File: src/rtl/bit_sync_pkg.sv
// Shared constants and helpers for the bit_sync_filt level synchroniser.
// Holds the default chain depth, counter-width function and parameter check.
package bit_sync_pkg;

   localparam int unsigned DEF_STAGES = 2;

   // Bits needed to count 0..val-1, never less than one.
   function automatic int unsigned clog2_min1(input int unsigned val);
      int unsigned res;
      res = 0;
      for (int unsigned i = 0; i < 32; i++) begin
         if ((64'd1 << res) < 64'(val)) res = res + 1;
      end
      return (res == 0) ? 1 : res;
   endfunction

endpackage

`define BIT_SYNC_PARAM_CHECK(ok) \
   if (!(ok)) begin : g_param_err \
      $error("bit_sync_filt: illegal parameters (need STAGES>=2, WIDTH>=1, FILT_LEN>=1)"); \
   end

File: src/rtl/bit_sync_filt_ch.sv
// One synchroniser channel: metastability chain, stable-count glitch filter,
// and registered rise/fall pulses coincident with the filtered level change.
module bit_sync_filt_ch
   import bit_sync_pkg::*;
#(
   parameter int unsigned STAGES   = DEF_STAGES,
   parameter int unsigned FILT_LEN = 4,
   parameter logic        RST_VAL  = 1'b0
) (
   input  logic BitSync_CLK,
   input  logic BitSync_RST,
   input  logic i_async,
   output logic o_sync,
   output logic o_rise,
   output logic o_fall
);

   localparam int unsigned     CNT_W   = clog2_min1(FILT_LEN);
   localparam logic [CNT_W-1:0] CNT_MAX = CNT_W'(FILT_LEN - 1);

   logic [STAGES-1:0] r_chain;
   logic [CNT_W-1:0]  r_cnt;
   logic              r_sync;
   logic              r_rise;
   logic              r_fall;

   logic              w_tap;
   logic [CNT_W-1:0]  w_cnt_nxt;
   logic              w_sync_nxt;
   logic              w_rise_nxt;
   logic              w_fall_nxt;

   assign w_tap = r_chain[STAGES-1];

   // Count consecutive samples that disagree with the output; any agreeing
   // sample restarts the qualification.
   always_comb begin
      w_cnt_nxt  = r_cnt;
      w_sync_nxt = r_sync;
      w_rise_nxt = 1'b0;
      w_fall_nxt = 1'b0;
      if (w_tap == r_sync) begin
         w_cnt_nxt = '0;
      end else if (r_cnt == CNT_MAX) begin
         w_cnt_nxt  = '0;
         w_sync_nxt = w_tap;
         w_rise_nxt = w_tap;
         w_fall_nxt = ~w_tap;
      end else begin
         w_cnt_nxt = r_cnt + 1'b1;
      end
   end

   always_ff @(posedge BitSync_CLK or negedge BitSync_RST) begin
      if (!BitSync_RST) begin
         r_chain <= {STAGES{RST_VAL}};
         r_cnt   <= '0;
         r_sync  <= RST_VAL;
         r_rise  <= 1'b0;
         r_fall  <= 1'b0;
      end else begin
         r_chain <= {r_chain[STAGES-2:0], i_async};
         r_cnt   <= w_cnt_nxt;
         r_sync  <= w_sync_nxt;
         r_rise  <= w_rise_nxt;
         r_fall  <= w_fall_nxt;
      end
   end

   assign o_sync = r_sync;
   assign o_rise = r_rise;
   assign o_fall = r_fall;

endmodule

File: src/rtl/bit_sync_filt.sv
// Multi-channel level synchroniser with per-channel glitch filter and edge pulses.
// Channels are independent; not suitable for coherent multi-bit buses.
module bit_sync_filt
   import bit_sync_pkg::*;
#(
   parameter int unsigned    STAGES   = DEF_STAGES,
   parameter int unsigned    WIDTH    = 1,
   parameter int unsigned    FILT_LEN = 4,
   parameter logic [WIDTH-1:0] RST_VAL = '0
) (
   input  logic             BitSync_CLK,
   input  logic             BitSync_RST,
   input  logic [WIDTH-1:0] BitSync_ASYNC,
   output logic [WIDTH-1:0] BitSync_SYNC,
   output logic [WIDTH-1:0] BitSync_RISE,
   output logic [WIDTH-1:0] BitSync_FALL
);

   `BIT_SYNC_PARAM_CHECK((STAGES >= 2) && (WIDTH >= 1) && (FILT_LEN >= 1))

   for (genvar gi = 0; gi < WIDTH; gi++) begin : g_ch
      bit_sync_filt_ch #(
         .STAGES  (STAGES),
         .FILT_LEN(FILT_LEN),
         .RST_VAL (RST_VAL[gi])
      ) u_ch (
         .BitSync_CLK(BitSync_CLK),
         .BitSync_RST(BitSync_RST),
         .i_async    (BitSync_ASYNC[gi]),
         .o_sync     (BitSync_SYNC[gi]),
         .o_rise     (BitSync_RISE[gi]),
         .o_fall     (BitSync_FALL[gi])
      );
   end

endmodule

File: config.mk
export PLATFORM = sky130hd
export DESIGN_NAME = bit_sync_filt
export DESIGN_NICKNAME = d
export VERILOG_FILES = /design/src/rtl/bit_sync_pkg.sv /design/src/rtl/bit_sync_filt_ch.sv /design/src/rtl/bit_sync_filt.sv
export SDC_FILE = /design/constraint.sdc
export NUM_CORES = 1
export LEC_CHECK = 0
export ABC_CLOCK_PERIOD_IN_PS = 2650
export CAP_MARGIN = 10
export CORE_AREA = 2 2 39 41
export CTS_CLUSTER_SIZE = 25
export DETAILED_ROUTE_END_ITERATION = 8
export DIE_AREA = 0 0 41 43
export GPL_TIMING_DRIVEN = 1
export HOLD_SLACK_MARGIN = 0.08
export PLACE_DENSITY_LB_ADDON = 0.08
export SETUP_SLACK_MARGIN = 0.02
export SLEW_MARGIN = 15
export SYNTH_ARGS = -nofsm -noshare
export SYNTH_HDL_FRONTEND = slang
export SYNTH_SLANG_ARGS = --single-unit
File: constraint.sdc
create_clock -name BitSync_CLK -period 2.65 [get_ports BitSync_CLK]
set_input_delay 0.53 -clock BitSync_CLK [delete_from_list [all_inputs] [get_ports BitSync_CLK]]
set_output_delay 0.53 -clock BitSync_CLK [all_outputs]
set_load 0.1 [all_outputs]
==> impl_metrics.toml <==
[clock_tree]
post_cts_buffers = 0
cts_sinks = 7
cts_hold_buf = 0
htree_num_levels = 1
cts_resized = 0
cts_tree = "done"
clk_latency_ps = 240
cts-buffers-inserted = 3
cts_root_buf = "clkbuf_4"
cts.path.max_buffers = 2
clk_pin_slew_ps = 50

[placement]
port_buffers = 5
dp.cells = 36
dp_worst_setup_slack_ps = 1418
dp_hpwl_um = 260.1
gp_congestion = 0.5672
placed_cell_area_um2 = 304.0

[worst_setup_path]
cp.required_ps = 2120
cp_slowest_cell = "dfrtp_1"
critPathMaxStageDelay_ps = 400
cp.arrival_ps = 960
ff2ff_path_depth = 2
cp_cell_sequence = "buf_4"
r2r-end = "g_ch[0].u_ch.o_sync"
endpoint_kind = "output pin"
crit_family = "flip-flops"
path_buf_inv = 1
regToRegSetupSlack_ps = 1570
worstSetupPathType = "reg2out"
r2r_start = "g_ch[0].u_ch.r_cnt[0]"
worstSetupStartpointType = "flip-flop"
crit_path_max_fanout = 5

[die]
dieWidth_um = 41
initial_core_util_pct = 17.45
rows = 14
dieHeight_um = 43
die_area_mm2 = 0.001763
design.core.area_mm2 = 0.001384
ioPinCount = 6

[power_and_ir_drop]
p_leak_nw = 0.1576
max-vdd-ir-drop_uv = 338.5
power_density_mw_per_mm2 = 1151

[route]
drt_wl_total_um = 329
route.detailed.drc = 0
drt_iter0_drc = 1
firstDrtPassIters = 2
wire_per_inst_um = 8.225
vias = 144
vias_per_cell = 3.600
drtAntennaViolNets = 0

[synth]
syn-num-nets = 19
ys.flop_type = "dfrtp_1"
synthesis.area_um2 = 241.5
seq_area_frac_synth_pct = 72.54
synth.ff_latch_count = 7
synth_top_cell_by_area = "dfrtp_1"
ys_warn_count = 0
synth.area.top_cells = "dfrtp_1 (73%), ha_1 (5.2%), mux2_2 (4.7%)"
synth-edff-count = 0
postSynth.asyncResetShare_pct = 100.0
yosys.area.top_type_share_pct = 72.54
syn_area_per_cell_um2 = 16.10
yosysUniqueCellTypes = 9
postSynthCellCount = 15
yosysMostFrequentCell = "dfrtp_1"

[hold_path]
hold_end = "g_ch[0].u_ch.r_chain[1]"
hp-start = "g_ch[0].u_ch.r_chain[0]"
worstHoldPathType = "reg2reg"
whs_path_depth = 0

[final_layout]
design_area_um2 = 330.3
fillers = 150
fin_cells = 40
final_nets = 29
seq_area_um2 = 175.2
syn_to_final_growth_pct = 36.79
diodes = 0
drive_above_1_share_pct = 37.50
multi_input_area_um2 = 66.31

[sta]
worst_slack_ps = 1163
setup_viol = 0
slew_violations = 0
hold_viol_final = 0
maxSlewHeadroom_pct = 79.32
min_period_ps = 1487
clock.fmax_mhz = 672.3
rsz0062_at_grt = "no"
timing.final.crit_share_pct = 56.13
finalSetupTns_ps = 0
clock_skew_ps = 1.743
tightest_slew_ps = 309.2

[grt]
grt_use_total_pct = 5.657
grt-ovfl-total = 0
grt_max_degree = 8
grt_pass1_vias = 144
grt_pass1_wl_um = 558
grt_antenna_before_repair = 0

[flow_run]
max_cap_viol_count = 0

[outcome]
outcome = "complete, no violations"
## where the power goes
part | internal [mW] | switching, mW | total (mW)
Combinational | 0.0432 | 0.0964 | 0.140
Sequential | 0.131 | 0.0174 | 0.148
Clock | 0.0572 | 0.0352 | 0.0924
Total | 0.231 | 0.149 | 0.380
## registers in the layout, indices dropped and copies added, names as in the netlist
register           count
g_ch.u_ch.o_fall       1
g_ch.u_ch.r_chain      2
g_ch.u_ch.o_rise       1
g_ch.u_ch.r_cnt        2
g_ch.u_ch.o_sync       1
## per-layer routing
metal | vias up | GRT usage [%] | routed length (um)
met3 | 0 | 7.853 | 56
met2 | 8 | 6.875 | 164
li1 | 68 | - | -
met4 | 0 | 4.000 | 0
met1 | 68 | 4.262 | 108
met5 | - | 0 | 0
## how the worst max path moves through the flow
stage                                    from           end  slack [ps]  depth (start not counted)
after floorplan           g_ch[0].u_ch.o_sync  BitSync_SYNC        1170                          0
after global placement    g_ch[0].u_ch.o_sync  BitSync_SYNC        1430                          1
after detailed placement  g_ch[0].u_ch.o_sync  BitSync_SYNC        1420                          1
after CTS                 g_ch[0].u_ch.o_sync  BitSync_SYNC        1150                          1
after global routing      g_ch[0].u_ch.o_sync  BitSync_SYNC        1120                          1
final                     g_ch[0].u_ch.o_sync  BitSync_SYNC        1160                          1
## stage by stage
step	hold slack [ps]	power, mW	util, %
5_1_grt	354.0	0.4037	23.87
6_report	345.2	0.3802	23.87
2_1_floorplan	234.4	0.2608	-
3_3_place_gp	343.0	0.2893	21.97
4_1_cts	349.0	0.3892	23.87
3_5_place_dp	338.1	0.2920	21.97
## cells by family (layout without fill, tap and decap cells)
family / Yosys count / count (layout) / share of synthesized area [%]
flops: 7 / 7 / 72.54
mux: 1 / 1 / 4.663
xor+xnor: 1 / 1 / 3.628
fa+ha+maj: 1 / 1 / 5.181
simple gates: 5 / 5 / 13.99
buf+inv: 0 / 9 / 0
## layout by cell type (no fill, tap or decap)
master,Yosys,final
and3b_2,1,1
buf_4,0,3
clkbuf_1,0,1
ha_1,1,1
clkdlybuf4s50_1,0,2
clkbuf_4,0,3
dfrtp_1,7,7
xnor2_1,1,1
nor2_1,1,1
nor3_2,1,1
nor2b_1,1,1
mux2_2,1,1
nand2_1,1,1
## area by class of cell
cell class	instances	area share, %
sequential	7	53.03
multi-input combinational	8	20.08
timing repair buffer	5	12.88
clock buffer	4	7.955
tap	16	6.061
Power figures use the tool's default switching activity.
